### src/rtl/piso_serializer_if.sv
// Handshake bundle for piso_serializer: parallel word in, serial bit stream out.
// slave is the serializer's view; master is the view of whatever drives it.
interface piso_serializer_if #(
    parameter int N = 8
);
    logic         in_valid;
    logic         in_ready;
    logic [N-1:0] in_data;
    logic         s_valid;
    logic         s_ready;
    logic         s_data;
    logic         s_last;
    logic         frame_done;
    logic         busy;
    logic [1:0]   state_dbg;

    // Both sides use plain valid/ready: a transfer happens on a rising clk edge
    // where valid && ready; a source holds its payload stable until that edge.
    modport slave (
        input  in_valid, in_data, s_ready,
        output in_ready, s_valid, s_data, s_last, frame_done, busy, state_dbg
    );

    modport master (
        output in_valid, in_data, s_ready,
        input  in_ready, s_valid, s_data, s_last, frame_done, busy, state_dbg
    );
endinterface

### src/rtl/piso_serializer.sv
// Parallel-in/serial-out serializer: N-bit words in, MSB-first bit stream out.
// Define PISO_PARITY_EN to append an even-parity bit to every frame.
module piso_serializer #(
    parameter int N = 8
) (
    input  logic               clk,
    input  logic               rst_n,
    piso_serializer_if.slave   bus
);
    localparam int CW = (N > 1) ? $clog2(N) : 1;
    localparam logic [CW-1:0] CNT_LAST = CW'(N - 1);

`ifdef PISO_PARITY_EN
    typedef enum logic [1:0] {IDLE = 2'd0, SHIFT = 2'd1, PARITY = 2'd2} state_t;
`else
    typedef enum logic [1:0] {IDLE = 2'd0, SHIFT = 2'd1} state_t;
`endif

    state_t        state, state_d;
    logic [N-1:0]  shreg, shreg_d;
    logic [CW-1:0] cnt, cnt_d;
    logic          done_q, done_d;
    logic          in_ready_c, s_valid_c, s_data_c, s_last_c;
`ifdef PISO_PARITY_EN
    logic          par, par_d;
`endif

    always_ff @(posedge clk) begin
        if (!rst_n) begin
            state  <= IDLE;
            shreg  <= '0;
            cnt    <= '0;
            done_q <= 1'b0;
`ifdef PISO_PARITY_EN
            par    <= 1'b0;
`endif
        end else begin
            state  <= state_d;
            shreg  <= shreg_d;
            cnt    <= cnt_d;
            done_q <= done_d;
`ifdef PISO_PARITY_EN
            par    <= par_d;
`endif
        end
    end

    // Outputs depend on state only; in_valid and s_ready steer next-state alone.
    always_comb begin
        state_d    = state;
        shreg_d    = shreg;
        cnt_d      = cnt;
        done_d     = 1'b0;
        in_ready_c = 1'b0;
        s_valid_c  = 1'b0;
        s_data_c   = 1'b0;
        s_last_c   = 1'b0;
`ifdef PISO_PARITY_EN
        par_d      = par;
`endif
        unique case (state)
            IDLE: begin
                in_ready_c = 1'b1;
                if (bus.in_valid) begin
                    shreg_d = bus.in_data;
                    cnt_d   = '0;
                    state_d = SHIFT;
`ifdef PISO_PARITY_EN
                    par_d   = ^bus.in_data;
`endif
                end
            end
            SHIFT: begin
                s_valid_c = 1'b1;
                s_data_c  = shreg[N-1];
`ifndef PISO_PARITY_EN
                s_last_c  = (cnt == CNT_LAST);
`endif
                if (bus.s_ready) begin
                    shreg_d = {shreg[N-2:0], 1'b0};
                    if (cnt == CNT_LAST) begin
`ifdef PISO_PARITY_EN
                        state_d = PARITY;
`else
                        state_d = IDLE;
                        done_d  = 1'b1;
`endif
                    end else begin
                        cnt_d = cnt + CW'(1);
                    end
                end
            end
`ifdef PISO_PARITY_EN
            PARITY: begin
                s_valid_c = 1'b1;
                s_data_c  = par;
                s_last_c  = 1'b1;
                if (bus.s_ready) begin
                    state_d = IDLE;
                    done_d  = 1'b1;
                end
            end
`endif
            default: state_d = IDLE;
        endcase
    end

    // in_ready is gated by reset so no word is taken while rst_n is low.
    assign bus.in_ready   = in_ready_c & rst_n;
    assign bus.s_valid    = s_valid_c;
    assign bus.s_data     = s_data_c;
    assign bus.s_last     = s_last_c;
    assign bus.frame_done = done_q;
    assign bus.busy       = (state != IDLE);
    assign bus.state_dbg  = state;
endmodule

### src/flat_wrapper.sv
// flat-port wrapper written by rule: the top's interface ports become plain ports
module piso_serializer_flat 
#(
    parameter int N = 8
)
  (clk, rst_n, bus_in_valid, bus_in_data, bus_s_ready, bus_in_ready, bus_s_valid, bus_s_data, bus_s_last, bus_frame_done, bus_busy, bus_state_dbg);
  piso_serializer_if #(.N(N)) bus_i ();
  input  logic clk;
  input  logic rst_n;
  input wire logic [$bits(bus_i.in_valid)-1:0] bus_in_valid;
  input wire logic [$bits(bus_i.in_data)-1:0] bus_in_data;
  input wire logic [$bits(bus_i.s_ready)-1:0] bus_s_ready;
  output wire logic [$bits(bus_i.in_ready)-1:0] bus_in_ready;
  output wire logic [$bits(bus_i.s_valid)-1:0] bus_s_valid;
  output wire logic [$bits(bus_i.s_data)-1:0] bus_s_data;
  output wire logic [$bits(bus_i.s_last)-1:0] bus_s_last;
  output wire logic [$bits(bus_i.frame_done)-1:0] bus_frame_done;
  output wire logic [$bits(bus_i.busy)-1:0] bus_busy;
  output wire logic [$bits(bus_i.state_dbg)-1:0] bus_state_dbg;
  assign bus_i.in_valid = bus_in_valid;
  assign bus_i.in_data = bus_in_data;
  assign bus_i.s_ready = bus_s_ready;
  assign bus_in_ready = bus_i.in_ready;
  assign bus_s_valid = bus_i.s_valid;
  assign bus_s_data = bus_i.s_data;
  assign bus_s_last = bus_i.s_last;
  assign bus_frame_done = bus_i.frame_done;
  assign bus_busy = bus_i.busy;
  assign bus_state_dbg = bus_i.state_dbg;
  piso_serializer #(.N(N)) u_core (.clk(clk), .rst_n(rst_n), .bus(bus_i));
endmodule
### config.mk
export PLATFORM = sky130hd
export DESIGN_NAME = piso_serializer_flat
export DESIGN_NICKNAME = d
export VERILOG_FILES = /design/src/rtl/piso_serializer_if.sv /design/src/rtl/piso_serializer.sv /design/src/flat_wrapper.sv
export SDC_FILE = /design/constraint.sdc
export NUM_CORES = 1
export LEC_CHECK = 0
export ABC_CLOCK_PERIOD_IN_PS = 1140
export BUFFER_PORTS_ARGS = -buffer_cell sky130_fd_sc_hd__buf_2
export CELL_PAD_IN_SITES_DETAIL_PLACEMENT = 0
export CELL_PAD_IN_SITES_GLOBAL_PLACEMENT = 1
export CORE_MARGIN = 1
export CORE_UTILIZATION = 33
export CTS_CLUSTER_DIAMETER = 40
export CTS_CLUSTER_SIZE = 30
export DETAILED_ROUTE_END_ITERATION = 12
export HOLD_SLACK_MARGIN = 0.03
export MAX_ROUTING_LAYER = met4
export PLACE_DENSITY_LB_ADDON = 0.1
export SETUP_SLACK_MARGIN = 0.15
export SYNTH_ARGS = -nofsm -noshare
export SYNTH_HDL_FRONTEND = slang
export SYNTH_SLANG_ARGS = --single-unit
### constraint.sdc
create_clock -name clk -period 1.14 [get_ports clk]
set_input_delay 0.171 -clock clk [delete_from_list [all_inputs] [get_ports clk]]
set_output_delay 0.171 -clock clk [all_outputs]
set_load 0.03 [all_outputs]
Word level (Yosys, flattened, before mapping)
Cells that the tools add are included.

Add/sub/neg operators: 1. Eq/ne operators: 6. Muxes and demuxes: 16. Bitwise logic cells: 1. Reductions and logical operators: 7.

Operator list (count): 2-to-1 mux 8 bit (2); case mux 8 bit (2 select lines) (1); 2-to-1 mux 3 bit (3); AND reduction 3 bit (3); 2-to-1 mux 2 bit (3); != test 2 bit, second input constant (3); case mux 3 bit (2 select lines) (1); 2-to-1 mux 1 bit (5); case mux 2 bit (2 select lines) (1); AND reduction 4 bit (1); nonzero test 2 bit (2); adder 3 x 1 -> 3 bit, second input constant (1); equality test 3 bit, second input constant (1); equality test 2 x 1 -> 1 bit, second input constant (1); zero test 2 bit (1); != test 2 x 1 -> 1 bit, second input constant (1); AND 1 bit (1).

Register bits after elaboration: 14. Input bits: 12. Output and inout bits: 8. Word-level logic and storage cells: 35.

Depth between registers and ports, before layout
Word-level depth: 4. Mapped depth: 5. Mapped depth without buffers: 5.

Worst setup path after synthesis
Ideal clock, no wire load.

Kind: register -> register. Start: reg u_core.state[0], in the netlist u_core.bus.state_dbg[0]. End: reg u_core.state[0], in the netlist u_core.bus.state_dbg[0]. Library setup time: 0.135 ns. Data arrival time: 1.266 ns. Data required time: 1.005 ns. Setup slack: -0.261 ns. Stages on the path, launching flop included: 4. Path buffers: 1. Clock period less this slack: 1.401 ns. Cells stage by stage: dfxtp_1 > buf_4 > and2_1 > a211oi_1.

Longest elaborated chain between the ends: 3. Elaborated cells on any way between the ends: 7. Classes of those cells: eq/ne (4); mux (1); reduce/logical (2).

RTL lines: start, declared (RTL line piso_serializer.sv:19) `state_t state, state_d;`; start signal, assigned (RTL line piso_serializer.sv:38) `state <= state_d;`; equality test 2 x 1 -> 1 bit / zero test 2 bit (equally long branches) (RTL line piso_serializer.sv:61) `unique case (state)`; != test 2 x 1 -> 1 bit (no source line) / != test 2 bit (equally long branches); AND reduction 3 bit (no source line).

Several ways; a longest one is shown, not always the timed one. A chain may end at the register's enable or synchronous reset.

Final worst setup path
Start: reg u_core.cnt[1]. End: out bus_s_last.

Longest elaborated chain between the ends: 2.

RTL lines: start, declared (RTL line piso_serializer.sv:21) `logic [CW-1:0] cnt, cnt_d;`; start signal, assigned (RTL line piso_serializer.sv:40) `cnt <= cnt_d;`; equality test 3 bit (RTL line piso_serializer.sv:77) `s_last_c = (cnt == CNT_LAST);`; 2-to-1 mux 1 bit (RTL line piso_serializer.sv:61); end, declared (RTL line flat_wrapper.sv:16) `output wire logic [$bits(bus_i.s_last)-1:0] bus_s_last;`.

Every way passes these cells.

==> qor.yml <==
synthMuxAreaShare: 0.125
status: "finished, violations left"
coreArea_um2: 1940
tns_ps: -995
stdcell_count: 130
critPathArrivalTime_ps: 1190
synth_edf_count: 0
violations: "setup timing"
ys_async_sr_fraction: 0
grt_pass1_wl_mm: 2.60
ant_nets: 0
grtUsageTotal: 0.179
grt_pass1_vias: 570
cts-root-buf: "clkbuf_4"
synthesis.nets: 84
htreeDepth: 1
worstPathCellList: "ha_4 -> ha_4 -> and2_4 -> buf_6"
syn_inst: 70
wirelength_mm: 1.71
ys_ff_latch: 13
die_x_um: 47.4
placement.io_buffers: 18
crit_type: "flop to output pin"
period_share: 1.19
hpwl_mm: 1.01
drc: 0
grt_overflow: 0
die-area_um2: 2250
gp_congestion: 0.751
drt_pass1_iterations: 4
hold_viol_final: 0
worstSetupStartpointType: "flop"
yosys_warnings: 0
crit_path_max_fanout: 3
synth.distinct_cells: 24
power_mw: 1.13
synth_top_area_share: 0.382
num_rows: 16
synthAdderAreaFrac: 0.0368
wl_per_cell_um: 13.1
slowest_delay_ps: 340
cts_made_buffers: 3
synth-main-ff-cell: "dfxtp_1"
antenna_found_initial: 0
final_cell_area_um2: 1140
synthSimpleGateAreaFrac: 0.188
nets: 118
drv_slew: 0
clk_latency_ps: 280
cp.required_ps: 970
setup_ws_ps: -221
area_delta_synth_final_pct: 66.9
synth_common_cells: "dfxtp_1, nor2_1, mux2i_1"
endpoint_kind: "output pin"
vias_per_cell: 4.98
path_common_cell: "ha_4"
chipHeight_um: 47.4
hold_path.class: "input pin to flop"
start_util: 0.351
yosys-top-cells-area: "dfxtp_1, a211oi_2, mux2i_1"
synth.most_common_cell: "dfxtp_1"
rsz0062_at_grt: "yes"
synth_compound_area_frac: 0.184
num_vias: 647
clock_skew_ps: 7.18
powerDensity_nw_per_um2: 994
drive_gt1_frac: 0.689
p_leak_nw: 0.475
syn_area_per_cell_um2: 9.72
clk_pin_slew_worst_paths_ps: 80
place_ws_ps: 2.35
peakVddDrop_uv: 798
synth_xor_area_frac: 0
synth_top_family_by_area: "simple AND/OR/NAND/NOR gates"
mappedNetlistArea_um2: 681
cts_hold_buf: 0
min_period_ps: 1360
post-synth-top-area-cell: "dfxtp_1"
cts_sinks: 13
clk_path_buf_depth: 2
setup_viol: 13
cts_tree: "built"
postLayoutCoreUtil: 0.585
diodes: 0
grt_start_max_net_pins: 8
maxCapViolations: 0
crit_slowest_cell: "dfxtp_2"
dp.cells: 115
top_level_ports: 20
first_iter_violations: 8
place_area_um2: 883
ys_seq_area_frac: 0.382
holdWs_ps: 143
fmax_mhz: 735
-- cells in the final DEF, fill, tap and decap left out --
| cell | instances |
|---|---|
| nand3b_1 | 1 |
| nor2b_4 | 1 |
| buf_4 | 12 |
| a31oi_1 | 3 |
| mux2i_1 | 7 |
| buf_8 | 1 |
| buf_2 | 11 |
| clkbuf_4 | 4 |
| a311oi_2 | 1 |
| nand2b_4 | 1 |
| a211oi_2 | 7 |
| dfxtp_1 | 10 |
| nor2_4 | 7 |
| nor2_1 | 1 |
| and2_4 | 2 |
| nand2_4 | 1 |
| dfxtp_4 | 1 |
| nand3_2 | 4 |
| ha_4 | 2 |
| nand2_1 | 2 |
| inv_1 | 1 |
| dfxtp_2 | 2 |
| nand2b_1 | 1 |
| buf_6 | 9 |
| buf_12 | 1 |
| o22a_1 | 1 |
| conb_1 | 1 |
| nand3_1 | 1 |
| or3b_1 | 1 |
| nor2_2 | 2 |
| clkbuf_1 | 1 |
| mux2_4 | 2 |
| and3_1 | 1 |
-- timing repair --
action	4_1_cts	5_1_grt
buffers inserted	8	2
pin swaps	6	1
endpoints found under the setup margin	18	20
cloned	1	0
resized for setup	29	10
endpoints found under the hold margin	0	0
-- kinds of logic (layout without fill, tap and decap cells) --
family                     count (synthesis)  after routing
and+or+nand+nor                           26             26
DFF                                       13             13
AOI/OAI and AO/OA                         12             12
muxes                                      8              9
buffers and inverters                      8             40
adders and majority gates                  2              2
other                                      1              1
-- worst max-delay path: cells and delay by family, from the launching register on --
| kind | cells | cell delay [ps] |
|---|---|---|
| simple gates | 1 | 140 |
| flops | 1 | 340 |
| buf+inv | 1 | 130 |
| fa+ha+maj | 2 | 310 |
-- power by group --
part / leakage, nW / switching [mW] / internal (mW)
logic: 0.351 / 0.159 / 0.166
registers: 0.108 / 0.0315 / 0.484
clock network: 0.0150 / 0.153 / 0.136
total: 0.475 / 0.344 / 0.786
-- sequential cells by signal (all words and copies together), names as in the netlist --
register / count
u_core.bus.frame_done: 1
u_core.bus.state_dbg: 1
u_core.cnt: 3
u_core.shreg: 8
-- worst paths after layout --
check / startpoint / endpoint / slack (ps) / depth (start not counted)
setup / recovery: u_core.cnt[1]$_SDFFE_PN0P_ / bus_s_last / -220 / 4
hold / removal: rst_n / u_core.bus.frame_done$_SDFF_PN0_ / 140 / 2
setup reg to reg: u_core.cnt[1]$_SDFFE_PN0P_ / u_core.cnt[1]$_SDFFE_PN0P_ / -170 / 7
hold reg to reg: u_core.shreg[2]$_SDFFE_PN0P_ / u_core.shreg[2]$_SDFFE_PN0P_ / 520 / 2
-- layout make-up --
| cell class | instances | area, um2 |
|---|---|---|
| flip-flops and latches | 13 | 267 |
| inverters | 1 | 3.75 |
| well taps | 27 | 33.8 |
| repair buffers | 35 | 289 |
| multi-input cells | 50 | 517 |
| clock buffers | 4 | 26.3 |
| fillers | 175 | 806 |
-- per-layer routing --
layer,track usage,share of wire,wire length (um)
met5,-,0,0
met4,0.0686,0.0070,12
met3,0.0717,0.064,109
met2,0.271,0.48,823
met1,0.211,0.45,762
Power figures use the tool's default switching activity.
